[config.mk]
export PLATFORM = sky130hd
export DESIGN_NAME = vic_config_regs_v2_flat
export DESIGN_NICKNAME = d
export VERILOG_FILES = /design/src/rtl/vic_config_regs_v2_pkg.sv /design/src/rtl/vic_config_regs_v2_if.sv /design/src/rtl/vic_config_regs_v2_reg_slot.sv /design/src/rtl/vic_config_regs_v2.sv /design/src/flat_wrapper.sv
export SDC_FILE = /design/constraint.sdc
export NUM_CORES = 1
export LEC_CHECK = 0
export CAP_MARGIN = 0
export CORE_ASPECT_RATIO = 0.8
export CORE_MARGIN = 5
export CORE_UTILIZATION = 45
export DETAILED_ROUTE_END_ITERATION = 6
export PLACE_DENSITY = 0.68
export REMOVE_ABC_BUFFERS = 1
export SLEW_MARGIN = 10
export SYNTH_ARGS = -nofsm -noshare
export SYNTH_HDL_FRONTEND = slang
export SYNTH_SLANG_ARGS = --single-unit
[constraint.sdc]
create_clock -name clk -period 6.3 [get_ports clk]
set_input_delay 1.26 -clock clk [delete_from_list [all_inputs] [get_ports clk]]
set_output_delay 1.26 -clock clk [all_outputs]
set_load 0.05 [all_outputs]
[src/rtl/vic_config_regs_v2_pkg.sv]
// Shared defaults and encodings for the VIC configuration register bank.
package vic_config_regs_v2_pkg;

  localparam int DEF_CONFREG_WIDTH     = 4;
  localparam int DEF_ARRAY_LENGTH      = 32;
  localparam int DEF_CONFREGADDR_WIDTH = 5;

  // Read-source select encodings
  localparam logic RSEL_STAGING = 1'b0;
  localparam logic RSEL_ACTIVE  = 1'b1;

endpackage

[src/rtl/vic_config_regs_v2_if.sv]
// Software-facing bus of the VIC configuration register bank.
interface vic_config_regs_v2_if
  import vic_config_regs_v2_pkg::*;
#(
  parameter int CONFREG_WIDTH     = DEF_CONFREG_WIDTH,
  parameter int CONFREGADDR_WIDTH = DEF_CONFREGADDR_WIDTH
) ();

  logic [CONFREGADDR_WIDTH-1:0] i_VIC_regaddr;
  logic [CONFREG_WIDTH-1:0]     i_VIC_data;
  logic                         i_VIC_we;
  logic                         i_VIC_re;
  logic                         i_VIC_rsel;
  logic [CONFREG_WIDTH-1:0]     o_VIC_data;
  logic                         o_VIC_rvalid;
  logic                         i_VIC_commit;
  logic                         o_VIC_update;
  logic                         o_VIC_pending;
  logic                         i_VIC_lock;
  logic                         o_VIC_locked;
  logic                         o_VIC_err;
  logic                         i_VIC_err_clr;

  modport master (
    output i_VIC_regaddr, i_VIC_data, i_VIC_we, i_VIC_re, i_VIC_rsel,
           i_VIC_commit, i_VIC_lock, i_VIC_err_clr,
    input  o_VIC_data, o_VIC_rvalid, o_VIC_update, o_VIC_pending,
           o_VIC_locked, o_VIC_err
  );

  modport slave (
    input  i_VIC_regaddr, i_VIC_data, i_VIC_we, i_VIC_re, i_VIC_rsel,
           i_VIC_commit, i_VIC_lock, i_VIC_err_clr,
    output o_VIC_data, o_VIC_rvalid, o_VIC_update, o_VIC_pending,
           o_VIC_locked, o_VIC_err
  );

endinterface

[src/rtl/vic_config_regs_v2_reg_slot.sv]
// One configuration entry: staging copy, active copy and dirty bit.
module vic_reg_slot
  import vic_config_regs_v2_pkg::*;
#(
  parameter int                         CONFREG_WIDTH = DEF_CONFREG_WIDTH,
  parameter logic [CONFREG_WIDTH-1:0]   RESET_VALUE   = '0
) (
  input  logic                     clk,
  input  logic                     rst,
  input  logic                     we,
  input  logic                     commit,
  input  logic [CONFREG_WIDTH-1:0] data,
  output logic [CONFREG_WIDTH-1:0] staging,
  output logic [CONFREG_WIDTH-1:0] active,
  output logic                     dirty
);

  // Active value after this edge; a write racing a commit is compared against it
  logic [CONFREG_WIDTH-1:0] next_active;
  assign next_active = commit ? staging : active;

  // Commit copies the pre-write staging value; a write then re-evaluates dirty
  always_ff @(posedge clk or negedge rst) begin
    if (!rst) begin
      staging <= RESET_VALUE;
      active  <= RESET_VALUE;
      dirty   <= 1'b0;
    end else begin
      if (commit) active <= staging;
      if (we) begin
        staging <= data;
        dirty   <= (data != next_active);
      end else if (commit) begin
        dirty   <= 1'b0;
      end
    end
  end

endmodule

[src/rtl/vic_config_regs_v2.sv]
// Double-buffered VIC configuration bank: decode, read port, lock, error, update pulse.
module vic_config_regs_v2
  import vic_config_regs_v2_pkg::*;
#(
  parameter int                       CONFREG_WIDTH     = DEF_CONFREG_WIDTH,
  parameter int                       ARRAY_LENGTH      = DEF_ARRAY_LENGTH,
  parameter int                       CONFREGADDR_WIDTH = DEF_CONFREGADDR_WIDTH,
  parameter logic [CONFREG_WIDTH-1:0] RESET_VALUE       = '0
) (
  input  logic                                  clk,
  input  logic                                  rst,
  vic_config_regs_v2_if.slave                   bus,
  output logic [CONFREG_WIDTH*ARRAY_LENGTH-1:0] o_buffer
);

  localparam logic [CONFREGADDR_WIDTH:0] LEN = (CONFREGADDR_WIDTH+1)'(ARRAY_LENGTH);

  logic [CONFREG_WIDTH-1:0] staging_arr [ARRAY_LENGTH];
  logic [CONFREG_WIDTH-1:0] active_arr  [ARRAY_LENGTH];
  logic [ARRAY_LENGTH-1:0]  dirty;
  logic [ARRAY_LENGTH-1:0]  slot_we;

  logic                     locked;
  logic                     err;
  logic                     addr_ok;
  logic                     wr_ok;
  logic                     commit_ok;
  logic                     err_set;
  logic [CONFREG_WIDTH-1:0] rd_sel_p0;
  logic [CONFREG_WIDTH-1:0] rd_data_p1;
  logic                     vld_p1;
  logic                     update_p1;

  assign addr_ok   = ({1'b0, bus.i_VIC_regaddr} < LEN);
  assign wr_ok     = bus.i_VIC_we & addr_ok & ~locked;
  assign commit_ok = bus.i_VIC_commit & ~locked;
  assign err_set   = (bus.i_VIC_we & (~addr_ok | locked))
                   | (bus.i_VIC_commit & locked)
                   | (bus.i_VIC_re & ~addr_ok);

  for (genvar i = 0; i < ARRAY_LENGTH; i++) begin : g_slot
    assign slot_we[i] = wr_ok & (bus.i_VIC_regaddr == CONFREGADDR_WIDTH'(i));

    vic_reg_slot #(
      .CONFREG_WIDTH (CONFREG_WIDTH),
      .RESET_VALUE   (RESET_VALUE)
    ) u_slot (
      .clk     (clk),
      .rst     (rst),
      .we      (slot_we[i]),
      .commit  (commit_ok),
      .data    (bus.i_VIC_data),
      .staging (staging_arr[i]),
      .active  (active_arr[i]),
      .dirty   (dirty[i])
    );

    assign o_buffer[CONFREG_WIDTH*i +: CONFREG_WIDTH] = active_arr[i];
  end

  // Stage p0: select the addressed entry from the requested array
  always_comb begin
    rd_sel_p0 = '0;
    if (addr_ok) begin
      rd_sel_p0 = (bus.i_VIC_rsel == RSEL_ACTIVE) ? active_arr[bus.i_VIC_regaddr]
                                                  : staging_arr[bus.i_VIC_regaddr];
    end
  end

  // Stage p1: registered read data (held between reads) and its valid pulse
  always_ff @(posedge clk or negedge rst) begin
    if (!rst) begin
      rd_data_p1 <= '0;
      vld_p1     <= 1'b0;
    end else begin
      vld_p1 <= bus.i_VIC_re;
      if (bus.i_VIC_re) rd_data_p1 <= rd_sel_p0;
    end
  end

  // Update pulse only when an accepted commit actually moves dirty entries
  always_ff @(posedge clk or negedge rst) begin
    if (!rst) update_p1 <= 1'b0;
    else      update_p1 <= commit_ok & (|dirty);
  end

  // Lock is one-way; error set takes priority over clear
  always_ff @(posedge clk or negedge rst) begin
    if (!rst) begin
      locked <= 1'b0;
      err    <= 1'b0;
    end else begin
      if (bus.i_VIC_lock) locked <= 1'b1;
      if (err_set)                 err <= 1'b1;
      else if (bus.i_VIC_err_clr)  err <= 1'b0;
    end
  end

  assign bus.o_VIC_data    = rd_data_p1;
  assign bus.o_VIC_rvalid  = vld_p1;
  assign bus.o_VIC_update  = update_p1;
  assign bus.o_VIC_pending = |dirty;
  assign bus.o_VIC_locked  = locked;
  assign bus.o_VIC_err     = err;

endmodule

[src/flat_wrapper.sv]
// flat-port wrapper written by rule: the top's interface ports become plain ports
module vic_config_regs_v2_flat import vic_config_regs_v2_pkg::*;
#(
  parameter int                       CONFREG_WIDTH     = DEF_CONFREG_WIDTH,
  parameter int                       ARRAY_LENGTH      = DEF_ARRAY_LENGTH,
  parameter int                       CONFREGADDR_WIDTH = DEF_CONFREGADDR_WIDTH,
  parameter logic [CONFREG_WIDTH-1:0] RESET_VALUE       = '0
)
  (clk, rst, o_buffer, bus_i_VIC_regaddr, bus_i_VIC_data, bus_i_VIC_we, bus_i_VIC_re, bus_i_VIC_rsel, bus_i_VIC_commit, bus_i_VIC_lock, bus_i_VIC_err_clr, bus_o_VIC_data, bus_o_VIC_rvalid, bus_o_VIC_update, bus_o_VIC_pending, bus_o_VIC_locked, bus_o_VIC_err);
  vic_config_regs_v2_if #(.CONFREG_WIDTH(CONFREG_WIDTH), .CONFREGADDR_WIDTH(CONFREGADDR_WIDTH)) bus_i ();
  input  logic clk;
  input  logic rst;
  output logic [CONFREG_WIDTH*ARRAY_LENGTH-1:0] o_buffer;
  input wire logic [$bits(bus_i.i_VIC_regaddr)-1:0] bus_i_VIC_regaddr;
  input wire logic [$bits(bus_i.i_VIC_data)-1:0] bus_i_VIC_data;
  input wire logic [$bits(bus_i.i_VIC_we)-1:0] bus_i_VIC_we;
  input wire logic [$bits(bus_i.i_VIC_re)-1:0] bus_i_VIC_re;
  input wire logic [$bits(bus_i.i_VIC_rsel)-1:0] bus_i_VIC_rsel;
  input wire logic [$bits(bus_i.i_VIC_commit)-1:0] bus_i_VIC_commit;
  input wire logic [$bits(bus_i.i_VIC_lock)-1:0] bus_i_VIC_lock;
  input wire logic [$bits(bus_i.i_VIC_err_clr)-1:0] bus_i_VIC_err_clr;
  output wire logic [$bits(bus_i.o_VIC_data)-1:0] bus_o_VIC_data;
  output wire logic [$bits(bus_i.o_VIC_rvalid)-1:0] bus_o_VIC_rvalid;
  output wire logic [$bits(bus_i.o_VIC_update)-1:0] bus_o_VIC_update;
  output wire logic [$bits(bus_i.o_VIC_pending)-1:0] bus_o_VIC_pending;
  output wire logic [$bits(bus_i.o_VIC_locked)-1:0] bus_o_VIC_locked;
  output wire logic [$bits(bus_i.o_VIC_err)-1:0] bus_o_VIC_err;
  assign bus_i.i_VIC_regaddr = bus_i_VIC_regaddr;
  assign bus_i.i_VIC_data = bus_i_VIC_data;
  assign bus_i.i_VIC_we = bus_i_VIC_we;
  assign bus_i.i_VIC_re = bus_i_VIC_re;
  assign bus_i.i_VIC_rsel = bus_i_VIC_rsel;
  assign bus_i.i_VIC_commit = bus_i_VIC_commit;
  assign bus_i.i_VIC_lock = bus_i_VIC_lock;
  assign bus_i.i_VIC_err_clr = bus_i_VIC_err_clr;
  assign bus_o_VIC_data = bus_i.o_VIC_data;
  assign bus_o_VIC_rvalid = bus_i.o_VIC_rvalid;
  assign bus_o_VIC_update = bus_i.o_VIC_update;
  assign bus_o_VIC_pending = bus_i.o_VIC_pending;
  assign bus_o_VIC_locked = bus_i.o_VIC_locked;
  assign bus_o_VIC_err = bus_i.o_VIC_err;
  vic_config_regs_v2 #(.CONFREG_WIDTH(CONFREG_WIDTH), .ARRAY_LENGTH(ARRAY_LENGTH), .CONFREGADDR_WIDTH(CONFREGADDR_WIDTH), .RESET_VALUE(RESET_VALUE)) u_core (.clk(clk), .rst(rst), .bus(bus_i), .o_buffer(o_buffer));
endmodule
---- Word level (Yosys, flattened, before mapping) ----
Index checks and enable logic that the tools add are counted.
storage, ports and cells
  flip-flop bits (word level) ............. 296
  RAM bits ................................ 0
  ROM bits ................................ 0
  word-level logic and storage cells ...... 314
  output and inout bits ................... 137
  latch bits .............................. 0
  memories ................................ 0
operators by class
  multiply operators ...................... 0
  reduce and logical (&&, ||, !) cells .... 35
  shifts and indexed selects .............. 0
  equality and inequality tests ........... 63
  multiplexer cells ....................... 74
  add/sub/neg operators ................... 0
  bitwise gates (word level) .............. 40
  $lt $le $gt $ge ......................... 1
  div/mod/pow operators ................... 0
operator list
  cell                                                              number
  4-bit two-way mux                                                 37
  4-bit inequality test                                             32
  5-bit == test (second input constant)                             16
  2-bit nonzero test                                                33
  4-bit binary-select mux with 5-bit select                         2
  5-bit by 4-bit == test with 1-bit output (second input constant)  8
  1-bit bitwise AND                                                 37
  1-bit two-way mux                                                 35
  32-bit OR reduction                                               1
  5-bit by 3-bit == test with 1-bit output (second input constant)  4
  5-bit by 2-bit == test with 1-bit output (second input constant)  2
  6-bit >= comparator (second input constant)                       1
  5-bit inverter with 6-bit output                                  1
  5-bit by 1-bit == test with 1-bit output (second input constant)  1
  5-bit zero test                                                   1
  1-bit inverter                                                    1
  1-bit bitwise OR                                                  1

---- Depth between registers and ports, before layout ----
Gate-level depths: netlist of the first run.
  depth in word-level cells ............... 5
  depth in mapped cells ................... 9
  mapped depth without buffers ............ 5

---- Hierarchy ----
A second synthesis of the first run with hierarchy kept.
second synthesis, totals
  cell total of the unflattened synthesis .. 1021
  area, all modules ....................... 14460.1 sq um
modules (own cells, without submodules)
  module              seq. area each (sq um)  instances  cells each  area an instance (sq um)
  vic_reg_slot        225.2                   32         24          369.1
  vic_config_regs_v2  200.2                   1          253         2648.8

---- Worst setup path before layout of the first run ----
Ideal clock, no wire load.
  kind .................................... input port to flip-flop
  start ................................... input bus_i_VIC_regaddr[0]
  end ..................................... register u_core.rd_data_p1[3], in the netlist u_core.bus.o_VIC_data[3]
  path buffers ............................ 2
  stages on the path ...................... 6
  arrival ................................. 2.843 ns
  setup time .............................. 0.129 ns
  setup slack ............................. 3.328 ns
  cell sequence ........................... buf_6 -> buf_12 -> mux4_2 -> a2111oi_2 -> a211oi_1 -> a2111o_1
on the way
  longest elaborated chain between the ends .. 5
  elaborated cells between the ends (all ways) .. 8
RTL lines
  element                                                              line                                                source
  start: declaration                                                   flat_wrapper.sv:14                                  input wire logic [$bits(bus_i.i_VIC_regaddr)-1:0] bus_i_VIC_regaddr;
  5-bit inverter with 6-bit output (not written as such) (*)           vic_config_regs_v2.sv:65, vic_config_regs_v2.sv:66
  4-bit binary-select mux with 5-bit select, on equally long branches  vic_config_regs_v2.sv:66, vic_config_regs_v2.sv:65
  4-bit two-way mux, on equally long branches (2 in a row)             vic_config_regs_v2.sv:66, vic_config_regs_v2.sv:65
  4-bit two-way mux (*)                                                vic_config_regs_v2.sv:65                            rd_sel_p0 = (bus.i_VIC_rsel == RSEL_ACTIVE) ? active_arr[bus.i_VIC_regaddr]
  end signal: assignment                                               vic_config_regs_v2.sv:77                            if (bus.i_VIC_re) rd_data_p1 <= rd_sel_p0;
  end: declaration                                                     vic_config_regs_v2.sv:30                            logic [CONFREG_WIDTH-1:0] rd_data_p1;
Mark *: on every way between the ends. The rest lies on a longest branch, timed or not. The select of a mux whose other input is x is not followed.
A chain may end at the register's enable or synchronous reset.

---- Worst setup path after layout of the first run ----
  start ................................... register u_core.g_slot[7].u_slot.dirty
  end ..................................... output bus_o_VIC_pending
on the way
  longest elaborated chain between the ends .. 1
RTL lines
  element                   line                               source
  start: declaration        vic_config_regs_v2_reg_slot.sv:15  output logic dirty
  start signal: assignment  vic_config_regs_v2_reg_slot.sv:32  dirty <= (data != next_active);
  32-bit OR reduction       vic_config_regs_v2.sv:102          assign bus.o_VIC_pending = |dirty;
  end: declaration          flat_wrapper.sv:25                 output wire logic [$bits(bus_i.o_VIC_pending)-1:0] bus_o_VIC_pending;
Every way passes these cells.

==> run metrics, run 1 <==
adder-cell share of the synthesized area 0; io pins 154; unrepaired setup endpoints after global routing false; crit-path max FO 2; Clock Power Share 0.446; Worst path slowest cell nor4_1; final hold violations 0; sequential share of power 0.479; Nets 1219; initial drt markers 813; Die W 213 um; FF-to-FF Start u_core.bus.o_VIC_locked$_DFFE_PN0P_; port bufs approximately 150; syn avg cell area 13.8 um^2; Post-synth EDFFs 0; Critical Path Start u_core.g_slot[7].u_slot.dirty$_DFFE_PN0P_; main combinational cell family by area after synthesis multiplexers; Cell variety after synth 48; remaining global-route overflow 0; first-pass GRT wire length 65400 um; Worst setup EP type output pin; chip height 172 um; worst min-delay path class reg -> reg; FF+latch count, synth 296; Post-synth ARST share 1.00; post-synthesis compound-gate area fraction 0.0388; Seq/Total Area, Yosys 0.499; switching share of total power 0.237; setup violators final 0; Die ar. roughly 0.037 mm^2; Power Density about 230 mW/mm^2; Post-route DRC 0; Gate Count Post-Synth 1078; DP Wirelength about 30000 um; CTS tree yes; DP Area ~0.017 mm^2; MaxCap Viol Count 0; LEAKAGE between 0.008 and 0.009 uW; largest net degree at the start of global routing around 130; gr usage total 0.231; critical path class reg -> out; initial antenna violation count 0; DRT Wirelength 42300 um; Psw ~960 uW; fmax 234 MHz; Setup Fix Bufs, Post-CTS 0; area grow syn2layout 18.9%; placer congestion estimate 0.854; simple-gate portion of the synthesized area 0.0563; Worst Max-Slew Pin Slew approximately 1000 ps; routed vias 9804; Fillers between 2000 and 3000; CTS hold repair buffers 0; mux cell area share after synthesis 0.304; H-tree Lvls 1; setup tns final 0 ps; Max IR drop VDD between 0.15 and 0.2 mV; WL per Instance ~26 um; min cycle time layout 4280 ps; Root Buffer clkbuf_16; Syn Std Cell Area 0.0148 mm^2; Setup Skew 10.7 ps; clk buf depth 3; final instance area approximately 0.018 mm^2; Comb pwr share 0.075; Inserted Clock Buffers 31; via/cell ratio between 5 and 6; fin crit share 0.680; CP arrival 3020 ps; Reg2Reg Depth 6; initial core utilization 0.456; Crit path required time 5040 ps; CTS-repair resized insts 0; hold depth 2; Worst-Skew Late Latency 550 ps; CORE AREA about 0.033 mm^2; crit-path cells nor4_1, nand4_1, or2_2, clkdlybuf4s50_1; Clock transition at path regs 60 ps; Site Rows 59; largest stage delay on the critical path 780 ps; ys flop type dfrtp_1; status finished, final reports clean; Slew headroom 0.311; Max Slew Vio Count 0; Clock Sinks approximately 300; XOR/XNOR Fraction of Synth Area 0.0756; yosys warns 0; crit start category flip-flop; Antenna diodes 0; 1st-pass router iterations 5; ANT nets after route 0; Pint 3100 uW; hold_sp u_core.g_slot[12].u_slot.dirty$_DFFE_PN0P_; ratio of cells with drive above 1 in the final layout 0.321; vias in the first global route 10100
==> synth_stat cells, types with 3 or more instances <==
cell type,n,area [um^2]
nor4_2,6,75.1
o211ai_1,4,30.0
dfrtp_1,296,7410
nor3_2,9,90.1
mux4_1,13,342
mux4_2,39,878
nand4_1,3,18.8
nand3b_1,3,22.5
mux2i_1,25,250
xor2_1,128,1120
buf_2,24,120
nand2b_1,5,31.3
nor2_1,11,41.3
o21ai_0,17,85.1
nor4_1,40,250
buf_1,11,41.3
a21oi_1,36,180
a22oi_1,6,45.0
nor2b_1,5,31.3
a211o_1,4,35.0
o221ai_1,5,43.8
clkbuf_1,32,120
a221oi_1,5,43.8
nand2_1,12,45.0
nand3_1,29,145
mux2_2,270,3040
inv_1,4,15.0
buf_4,6,45.0
nor3_1,3,15.0
==> cells by family (layout without fill, tap and decap cells) <==
logic type                count (synthesis)  in the layout
AOI/OAI and AO/OA                        90             90
xor gates and xnor gates                128            128
buffers and inverters                    81            227
DFF                                     296            296
muxes                                   347            347
and+or+nand+nor                         136            136
==> worst paths after layout <==
check / to / slack, ps
setup reg to reg: u_core.g_slot[20].u_slot.dirty$_DFFE_PN0P_ / 3520
hold reg to reg: u_core.g_slot[12].u_slot.dirty$_DFFE_PN0P_ / 510
hold / removal: u_core.g_slot[12].u_slot.dirty$_DFFE_PN0P_ / 510
min in group asynchronous: u_core.g_slot[12].u_slot.active[1]$_DFF_PN0_ / 800
max in group asynchronous: u_core.g_slot[20].u_slot.active[2]$_DFF_PN0_ / 4130
setup / recovery: bus_o_VIC_pending / 2020
==> placed cells by master (no fill, tap or decap), types with 5 or more instances in the layout <==
cell type | synthesis | layout
a21oi_1 | 36 | 36
a221oi_1 | 5 | 5
a22oi_1 | 6 | 6
buf_2 | 24 | 5
buf_4 | 6 | 14
clkbuf_1 | 32 | 13
clkbuf_16 | 0 | 31
clkbuf_8 | 0 | 8
clkdlybuf4s50_1 | 0 | 145
dfrtp_1 | 296 | 296
mux2_2 | 270 | 270
mux2i_1 | 25 | 25
mux4_1 | 13 | 13
mux4_2 | 39 | 39
nand2_1 | 12 | 12
nand3_1 | 29 | 29
nor2_1 | 11 | 11
nor2b_1 | 5 | 5
nor3_2 | 9 | 9
nor4_1 | 40 | 40
nor4_2 | 6 | 6
o21ai_0 | 17 | 17
o221ai_1 | 5 | 5
xor2_1 | 128 | 128
==> stage by stage <==
step	power [uW]	std cells	worst slack, ps	hold WS [ps]	utilization
floorplan	2100	1002	374	469	-
global placement	2280	1596	2140	486	0.511
detailed placement	2280	1596	2150	493	0.511
CTS	4100	1651	2040	508	0.542
global route	4200	1651	1930	534	0.542
finish	4060	1651	2020	507	0.542
==> layer usage <==
metal  vias to the layer above  track usage  wire [um]
met5                         -            0          0
met2                       347        0.339      18700
li1                       4261            -          -
met3                        47       0.0372       2860
met1                      5149        0.366      20000
met4                         0       0.0401        706
==> power by group through the flow <==
stage          registers, uW  clock network [uW]  logic (uW)
5_1_grt                 1940                1930         329
4_1_cts                 1940                1850         308
3_3_place_gp            1980                   0         305
3_5_place_dp            1980                   0         306
6_report                1940                1810         305
2_1_floorplan           1990                   0         109
==> sequential cells by signal (all words and copies together) (netlist names) <==
name / flops
u_core.bus.o_VIC_err: 1
u_core.g_slot.u_slot.dirty: 32
u_core.bus.o_VIC_update: 1
u_core.g_slot.u_slot.active: 128
u_core.g_slot.u_slot.staging: 128
u_core.bus.o_VIC_data: 4
u_core.bus.o_VIC_locked: 1
u_core.bus.o_VIC_rvalid: 1
==> worst max-delay path, delay by kind of cell (launching register included) <==
kind,cells,cell delay [ps]
DFF,1,390
and+or+nand+nor,3,1360
buffers and inverters,1,720
==> cell type report <==
type / instances / area [um^2] / share of cell area
Sequential cell: 296 / 7410 / 0.420
Multi-Input combinational cell: 701 / 7050 / 0.400
Timing Repair Buffer: 167 / 1640 / 0.0927
Clock buffer: 52 / 935 / 0.0530
Tap cell: 427 / 534 / 0.0303
Clock inverter: 3 / 65.1 / 0.00369
Inverter: 5 / 18.8 / 0.00106
Power figures use the tool's default switching activity.
==> run 2: changes to the inputs <==
clock period = 4.2 ns   (was 6.3 ns; I/O delays follow)
==> run 2 against run 1 <==
Cell count up 1.2%. Setup slack got worse by 1700 ps. Power grew 52%. Clock power up 53%. Highest routed layer is now met5. Sequential share of layout area decreased by 0.52 points. Wire length rose by 1.8%. Non-clock buffer count grew 18. Clock-buffer cell count fell by 6. Design area rose by 1.3%. Combinational power grew 56%. Critical path depth did not move. Clock skew rose by 6.9 ps.
==> run metrics, run 2 (synthesis results as in run 1) <==
gr usage total 0.234 (+0.00302); Worst setup EP type output pin; ratio of cells with drive above 1 in the final layout 0.337 (+0.0163); DP Wirelength 30300 um (+2.8%); placer congestion estimate 0.876 (+2.5%); Setup Skew 17.6 ps (+6.91 ps); Crit path required time 3360 ps (-1680 ps); H-tree Lvls 1 (unchanged); remaining global-route overflow 0 (unchanged); unrepaired setup endpoints after global routing false; clk buf depth 3 (unchanged); setup violators final 0 (unchanged); Post-route DRC 0 (unchanged); Slew headroom 0.317 (+0.00610); Power Density 344 mW/mm^2 (+50%); min setup slack post-route 327 ps (-1690 ps); worst slack, placed 745 ps (-1410 ps); status finished, final reports clean; commonest non-fill, non-tap cell in the layout dfrtp_1; CTS-repair resized insts 0 (unchanged); CTS hold repair buffers 0 (unchanged); Nets 1237 (+1.5%); Max IR drop VDD 0.261 mV (+54%); Max Slew Vio Count 0 (unchanged); critical path class reg -> out; CORE AREA 0.0326 mm^2 (unchanged); WL per Instance 25.8 um (+0.64%); initial core utilization 0.456 (unchanged); Top Registers u_core.g_slot.u_slot.active: 128 flops, u_core.g_slot.u_slot.staging: 128 flops, u_core.g_slot.u_slot.dirty: 32 flops; MaxCap Viol Count 0 (unchanged); Worst-Skew Late Latency 560 ps (about the same); vias in the first global route 10300 (+2.4%); crit start category flip-flop; DP Area 0.0168 mm^2 (+1.1%); routed vias 9912 (+1.1%); area grow syn2layout 20.4%; initial antenna violation count 2 (+2); Setup Fix Bufs, Post-CTS 0 (unchanged); min cycle time layout approximately 3900 ps; DRT Wirelength 43000 um (+1.8%); chip height 172 um (unchanged); 1st-pass router iterations 5 (unchanged); port bufs 153 (unchanged); LEAKAGE 0.00851 uW (+1.6%); crit-path max FO 2 (unchanged); Worst Max-Slew Pin Slew 1020 ps (-11.3 ps); Die W 213 um (unchanged); CP arrival 3030 ps (about the same); io pins 154 (unchanged); final hold violations 0 (unchanged); Inserted Clock Buffers 31 (unchanged); largest net degree at the start of global routing 97 (-22%); CTS tree yes; Site Rows 59 (unchanged); most frequent cells in the layout dfrtp_1 (296), mux2_2 (270), clkdlybuf4s50_1 (145); Die ar. 0.0367 mm^2 (unchanged); worst min-delay path class in -> async; final instance area 0.0179 mm^2 (+1.3%); first-pass GRT wire length 65900 um (+0.80%); initial drt markers 832 (+2.3%); Clock transition at path regs 60 ps (about the same); fin crit share 0.922; ANT nets after route 0 (unchanged); Root Buffer clkbuf_16; Clock Sinks 296 (unchanged); via/cell ratio 5.94 (about the same); fmax 258 MHz; Fillers 2733 (+0.18%)
-- run 2: cell count changes in the layout (fill, tap and decap cells not counted) --
cell        before  now
diode_2          0    1
buf_4           14   28
clkbuf_1        13    5
clkinvlp_4       0    1
clkinv_2         1    5
inv_6            0    1
clkbuf_8         8   10
buf_12           2    6
-- run 2: final cells by class --
type,count,area [um^2],share of cell area
Tap cell,427,534,0.0299
Clock inverter,9,101,0.00567
Antenna cell,1,2.50,0.000140
Inverter,5,18.8,0.00105
Timing Repair Buffer,185,1820,0.102
Multi-Input combinational cell,701,7050,0.395
Clock buffer,46,932,0.0522
Sequential cell,296,7410,0.415
-- run 2: worst max-delay path: stages, from the launching register on --
cell and delay, ps:
dfrtp_1 390, nor4_1 790, nand4_1 190, or2_2 380, clkdlybuf4s50_1 720
-- run 2: final timing paths --
path | start | cells past startpoint | to | slack, ps
worst max-delay path | u_core.g_slot[6].u_slot.dirty$_DFFE_PN0P_ | 4 | bus_o_VIC_pending | 330
worst max register to register | u_core.bus.o_VIC_locked$_DFFE_PN0P_ | 6 | u_core.g_slot[12].u_slot.dirty$_DFFE_PN0P_ | 1500
worst min-delay path | rst | 1 | u_core.g_slot[14].u_slot.active[1]$_DFF_PN0_ | 300
worst min register to register | u_core.g_slot[3].u_slot.dirty$_DFFE_PN0P_ | 2 | u_core.g_slot[3].u_slot.dirty$_DFFE_PN0P_ | 510
min in group clk | u_core.g_slot[3].u_slot.dirty$_DFFE_PN0P_ | 2 | u_core.g_slot[3].u_slot.dirty$_DFFE_PN0P_ | 510
max in group asynchronous | rst | 2 | u_core.g_slot[18].u_slot.active[1]$_DFF_PN0_ | 2900
-- run 2: metrics by stage --
stage / utilization / power, uW / TNS [ps] / instances / hold WS [ps]
final: 0.549 / 6160 / 0 / 1670 / 297
after global routing: 0.549 / 6370 / 0 / 1670 / 361
after CTS: 0.549 / 6220 / 0 / 1669 / 348
after detailed placement: 0.517 / 3440 / 0 / 1614 / 498
after global placement: 0.517 / 3440 / 0 / 1614 / 486
after floorplan: - / 3150 / -162990 / 1002 / 469
-- run 2: layer usage --
| layer | vias to the layer above | wire (um) | GRT usage |
|---|---|---|---|
| met5 | - | 7 | 0 |
| met4 | 2 | 789 | 0.0509 |
| met3 | 50 | 3670 | 0.0604 |
| met2 | 367 | 18800 | 0.342 |
| met1 | 5202 | 19700 | 0.354 |
| li1 | 4291 | - | - |
-- run 2: power by group --
part	internal, uW	switching (uW)
clock network	1640	1120
logic	158	317
registers	2880	29.7
total	4690	1470
==> RTL edit 1 (settings of run 2) <==
`DEF_CONFREG_WIDTH`: 4 -> 6.
--- a/src/rtl/vic_config_regs_v2_pkg.sv
+++ b/src/rtl/vic_config_regs_v2_pkg.sv
@@ -2,5 +2,5 @@
 package vic_config_regs_v2_pkg;
 
-  localparam int DEF_CONFREG_WIDTH     = 4;
+  localparam int DEF_CONFREG_WIDTH     = 6;
   localparam int DEF_ARRAY_LENGTH      = 32;
   localparam int DEF_CONFREGADDR_WIDTH = 5;
Ports: changed (resized bus_i_VIC_data, bus_o_VIC_data and o_buffer); port bits go from 154 to 222. The function was not compared with the original's and may differ.
==> RTL edit 1 against run 2 <==
Sequential cell count is 130 higher. Largest cell class unchanged. Die area rose by 41%. Count of clock-buffer cells in the layout rose by 28. First-iteration DRC count rose by 69%. Worst setup slack got worse by 0.17 ns. Total power grew 44%. Wire length rose by 59%. Fmax decreased by 4.3%. Critical endpoint unchanged. Cell count increased by 52%. Combinational power rose by 47%. Synthesized area rose by 44%. Global-route usage is 2.7 points higher. Cell area is 45% higher.
==> RTL edit 1: results (changes against run 2) <==
\begin{tabular}{lr}
\hline
Metric & Value \\
\hline
\multicolumn{2}{l}{\textbf{Outcome}} \\
\quad Status & complete, no violations \\
\multicolumn{2}{l}{\textbf{Synth}} \\
\quad Top area cells in the synthesized netlist & sky130\_fd\_sc\_hd\_\_dfrtp\_1 50\%, sky130\_fd\_sc\_hd\_\_mux2\_2 12\%, sky130\_fd\_sc\_hd\_\_mux4\_2 9.5\%, sky130\_fd\_sc\_hd\_\_mux2\_1 5.1\%, sky130\_fd\_sc\_hd\_\_xnor2\_1 4.3\% \\
\quad Distinct cell type count after synthesis & 49 (+2.1\%) \\
\quad Fraction of the yosys area taken by sequential cells & 50.0\% (+0.098 points) \\
\quad Syn Area/Cell & 12.9 sq um (-6.2\%) \\
\multicolumn{2}{l}{\textbf{Route}} \\
\quad Iter 0 DRT Violations & 1404 (+69\%) \\
\quad Routed Wire Length & 68400 microns (+59\%) \\
\quad Vias per Instance & 5.89 (-0.73\%) \\
\multicolumn{2}{l}{\textbf{Worst setup path}} \\
\quad CP startpoint & u\_core.g\_slot[14].u\_slot.dirty \\
\quad Register-to-register path setup slack & 1.25 ns (-0.25 ns) \\
\multicolumn{2}{l}{\textbf{Layout}} \\
\quad NumNets Final & 1896 (+53\%) \\
\quad Layout fillers & 3934 (+44\%) \\
\quad Regs by FF count & u\_core.g\_slot.u\_slot.active: 192 flops, u\_core.g\_slot.u\_slot.staging: 192 flops, u\_core.g\_slot.u\_slot.dirty: 32 flops \\
\multicolumn{2}{l}{\textbf{Placement}} \\
\quad \# port buffers & 221 (+44\%) \\
\quad Worst slack at placement & 0.540 ns (-0.204 ns) \\
\quad Area after DPL & 24500 sq um (+45\%) \\
\quad Placed wire-length estimate & 49300 microns (+63\%) \\
\multicolumn{2}{l}{\textbf{GRT}} \\
\quad Met1 Usage GRT & 38.1\% (+2.7 points) \\
\quad Number of global-route vias before repair & 15239 (+48\%) \\
\quad Overall global routing resource usage & 26.1\% (+2.7 points) \\
\quad Maximum number of pins on one net before global-route repair & 100 (+3.1\%) \\
\multicolumn{2}{l}{\textbf{Pwr}} \\
\quad Maximum VDD drop & 0.286 mV (+9.6\%) \\
\quad Cell Int Power & 6710 uW (+43\%) \\
\multicolumn{2}{l}{\textbf{STA}} \\
\quad Setup skew after layout & 0.0295 ns (+0.0118 ns) \\
\quad Worst-Margin Slew & 1.05 ns (+0.0313 ns) \\
\multicolumn{2}{l}{\textbf{Clock tree}} \\
\quad Source-to-sink clock delay at the later pin of the worst-skew pair & 0.59 ns (+0.03 ns) \\
\hline
\end{tabular}
RTL edit 1: changes by cell type after synthesis, sizes merged, moves of 31 or more:
cell   change
dfrtp    +130
nand2    +228
mux4      +38
xor2      -40
mux2      +57
a21oi     -31
xnor2    +104
RTL edit 1: cell type report:
class                      count  share of cell area [%]
antenna                        2                  0.0193
clock buffer                  74                    5.54
clock inverter                 5                   0.111
inverter                       4                  0.0578
multi-input combinational   1105                    38.9
sequential                   426                    41.1
tap                          620                    2.99
timing repair buffer         295                    11.3
RTL edit 1: final timing paths:
| check | endpoint | cells after the start |
|---|---|---|
| worst min-delay path | u_core.g_slot[15].u_slot.active[5] | 1 |
| max in group asynchronous | u_core.g_slot[0].u_slot.active[1] | 2 |
| min in group clk | u_core.g_slot[1].u_slot.dirty | 1 |
| worst max-delay path | bus_o_VIC_pending | 4 |
| worst max register to register | u_core.g_slot[8].u_slot.dirty | 7 |
| worst min register to register | u_core.g_slot[1].u_slot.dirty | 1 |
RTL edit 1: metrics by stage:
| stage | total power [uW] | utilization (%) |
|---|---|---|
| 2_1_floorplan | 4530 | - |
| 5_1_grt | 9140 | 55.3 |
| 3_3_place_gp | 4950 | 52.2 |
| 4_1_cts | 8920 | 55.3 |
| 6_report | 8860 | 55.3 |
| 3_5_place_dp | 4960 | 52.2 |
RTL edit 1: cells by family (layout without fill, tap and decap cells):
family / after synthesis / count (layout) / share of synthesized area (%)
multiplexers: 457 / 457 / 28.7
AND/OR/NAND/NOR: 346 / 346 / 7.10
XOR/XNOR: 192 / 192 / 7.89
flip-flops: 426 / 426 / 50.0
buffers and inverters: 120 / 378 / 2.70
AO/OA/AOI/OAI: 110 / 110 / 3.62
other: 0 / 2 / 0
RTL edit 1: timing repair:
action                                  CTS  global route
endpoints found under the setup margin    0             1
gates resized for setup                   0             1
hold endpoints to repair                  0             0
RTL edit 1: power by group through the flow:
stage	combinational (uW)	clock, uW	sequential [uW]
CTS	698	4030	4190
global placement	692	0	4260
finish	696	3970	4190
global route	743	4210	4190
detailed placement	696	0	4260
floorplan	227	0	4300
RTL edit 1: metal layers:
metal,vias to the layer above,part of all wire [%]
met5,-,0.042
met3,109,10
met1,7762,44
met4,4,2.6
met2,644,43
li1,6394,-
RTL edit 1: critical path, delay by kind of cell, from the launching register on:
kind | cells | cell delay, ns
buffers and inverters | 1 | 0.73
flip-flops | 1 | 0.39
AND/OR/NAND/NOR | 3 | 1.53
==> RTL edit 2 (config.mk and constraints of run 2) <==
Made on the original files. Register the output `o_buffer`, cleared by the reset; this adds one clock of latency there. The other outputs are not delayed to match.
--- a/src/rtl/vic_config_regs_v2.sv
+++ b/src/rtl/vic_config_regs_v2.sv
@@ -15,4 +15,6 @@
 
   localparam logic [CONFREGADDR_WIDTH:0] LEN = (CONFREGADDR_WIDTH+1)'(ARRAY_LENGTH);
+
+  logic [CONFREG_WIDTH*ARRAY_LENGTH-1:0] o_buffer_d;
 
   logic [CONFREG_WIDTH-1:0] staging_arr [ARRAY_LENGTH];
@@ -56,5 +58,5 @@
     );
 
-    assign o_buffer[CONFREG_WIDTH*i +: CONFREG_WIDTH] = active_arr[i];
+    assign o_buffer_d[CONFREG_WIDTH*i +: CONFREG_WIDTH] = active_arr[i];
   end
 
@@ -104,4 +106,12 @@
   assign bus.o_VIC_err     = err;
 
+  always_ff @(posedge clk or negedge rst) begin
+    if (!rst) begin
+      o_buffer <= '0;
+    end else begin
+      o_buffer <= o_buffer_d;
+    end
+  end
+
 endmodule
 
Formal check against the unedited RTL: not equivalent (a bounded check fails within 4 cycles, from zero or initial values and one cycle with rst low).
==> RTL edit 2 against run 2 <==
Global-route usage fell by 2.0 points. Total power rose by 42%. Clock power rose by 47%. Wire length rose by 9.7%. Worst setup slack improved by 0.11 ns. Sequential cell count rose by 128. Synthesized area rose by 22%. Cell area rose by 21%. Critical path type unchanged. Largest power group unchanged. Highest routed layer is now met4.
==> RTL edit 2: results (changes against run 2) <==
\begin{tabular}{lr}
\hline
Metric & Value \\
\hline
\multicolumn{2}{l}{\textbf{Synth}} \\
\quad Compound-cell area share of the yosys netlist & 3.65\% (-0.23 points) \\
\quad Distinct cell type count after synthesis & 53 (+10\%) \\
\quad Top area cells in the synthesized netlist & sky130\_fd\_sc\_hd\_\_dfrtp\_1 59\%, sky130\_fd\_sc\_hd\_\_mux2\_2 16\%, sky130\_fd\_sc\_hd\_\_xor2\_1 6.2\%, sky130\_fd\_sc\_hd\_\_mux4\_2 5.1\%, sky130\_fd\_sc\_hd\_\_mux2i\_1 2.1\% \\
\quad Xor and xnor area share after synthesis & 6.21\% (-1.3 points) \\
\quad Fraction of the yosys area taken by sequential cells & 58.8\% (+8.9 points) \\
\quad Synthesized instance count & 1226 (+14\%) \\
\quad Share of cell area taken by muxes after synthesis & 24.3\% (-6.1 points) \\
\multicolumn{2}{l}{\textbf{GRT}} \\
\quad Wire length of the first global-routing pass & 73100 microns (+11\%) \\
\quad Number of global-route vias before repair & 11529 (+12\%) \\
\quad Overall global routing resource usage & 21.4\% (-2.0 points) \\
\quad Number of antenna violations at the first check in global routing & 0 (-2) \\
\multicolumn{2}{l}{\textbf{Layout}} \\
\quad Regs by FF count & u\_core.g\_slot.u\_slot.active: 128 flops, u\_core.g\_slot.u\_slot.staging: 128 flops, u\_core.o\_buffer: 128 flops \\
\quad NumNets Final & 1392 (+13\%) \\
\quad Fraction of final layout cells with drive strength greater than 1 & 29.8\% (-3.9 points) \\
\quad Antenna diode count & 0 (-1) \\
\multicolumn{2}{l}{\textbf{Route}} \\
\quad Routed Wire Length & 47200 microns (+9.7\%) \\
\multicolumn{2}{l}{\textbf{Placement}} \\
\quad Placed wire-length estimate & 32800 microns (+8.0\%) \\
\quad Routability cong. & 0.883 (+0.82\%) \\
\quad Area after DPL & 20100 sq um (+20\%) \\
\quad Worst slack at placement & 0.610 ns (-0.135 ns) \\
\multicolumn{2}{l}{\textbf{Worst setup path}} \\
\quad Signal arrival time at the worst endpoint & 2.92 ns (-0.11 ns) \\
\multicolumn{2}{l}{\textbf{Clock tree}} \\
\quad Level count of the clock H-tree & 2 (+1) \\
\multicolumn{2}{l}{\textbf{STA}} \\
\quad Max transition margin & 40.7\% (+9.0 points) \\
\multicolumn{2}{l}{\textbf{Outcome}} \\
\quad Status & complete, no violations \\
\multicolumn{2}{l}{\textbf{Pwr}} \\
\quad Maximum VDD drop & 0.257 mV (-1.6\%) \\
\hline
\end{tabular}
RTL edit 2: cell families after synthesis:
kind of cell / count (synthesis)
AO/OA/AOI/OAI: 101
XOR/XNOR: 128
buffers and inverters: 80
flip-flops: 424
multiplexers: 344
AND/OR/NAND/NOR: 149
RTL edit 2: worst max path at each step:
stage | to | depth (start not counted) | slack [ns] | start
6_report | bus_o_VIC_pending | 4 | 0.44 | u_core.g_slot[15].u_slot.dirty
5_1_grt | bus_o_VIC_pending | 4 | 0.28 | u_core.g_slot[15].u_slot.dirty
4_1_cts | bus_o_VIC_pending | 4 | 0.44 | u_core.g_slot[15].u_slot.dirty
3_5_place_dp | u_core.g_slot[17].u_slot.staging[1] | 6 | 0.61 | bus_i_VIC_regaddr[3]
3_3_place_gp | u_core.g_slot[17].u_slot.staging[1] | 6 | 0.71 | bus_i_VIC_regaddr[3]
2_1_floorplan | u_core.g_slot[15].u_slot.dirty | 5 | -1.43 | u_core.bus.o_VIC_locked
RTL edit 2: metal layers:
metal  GRT usage [%]  wire length, microns  vias up  part of all wire (%)
met4            4.54                   727        0                   1.5
met2            31.8                 21400      315                    45
li1                -                     -     4758                     -
met3            3.78                  2500       59                   5.3
met1            33.3                 22500     5762                    48
met5               0                     0        -                     0
RTL edit 2: area by class of cell:
type                            instances  area [sq um]
Fill cell                            3272         17900
Sequential cell                       424         10600
Multi-Input combinational cell        722          7000
Timing Repair Buffer                  181          1830
Clock buffer                           57          1260
Tap cell                              536           671
Clock inverter                         21           265
Inverter                                3          11.3
RTL edit 2: report_power, final:
group	switching [uW]	internal, uW	total [uW]
clock	1600	2480	4080
combinational	345	165	510
sequential	33.4	4120	4160
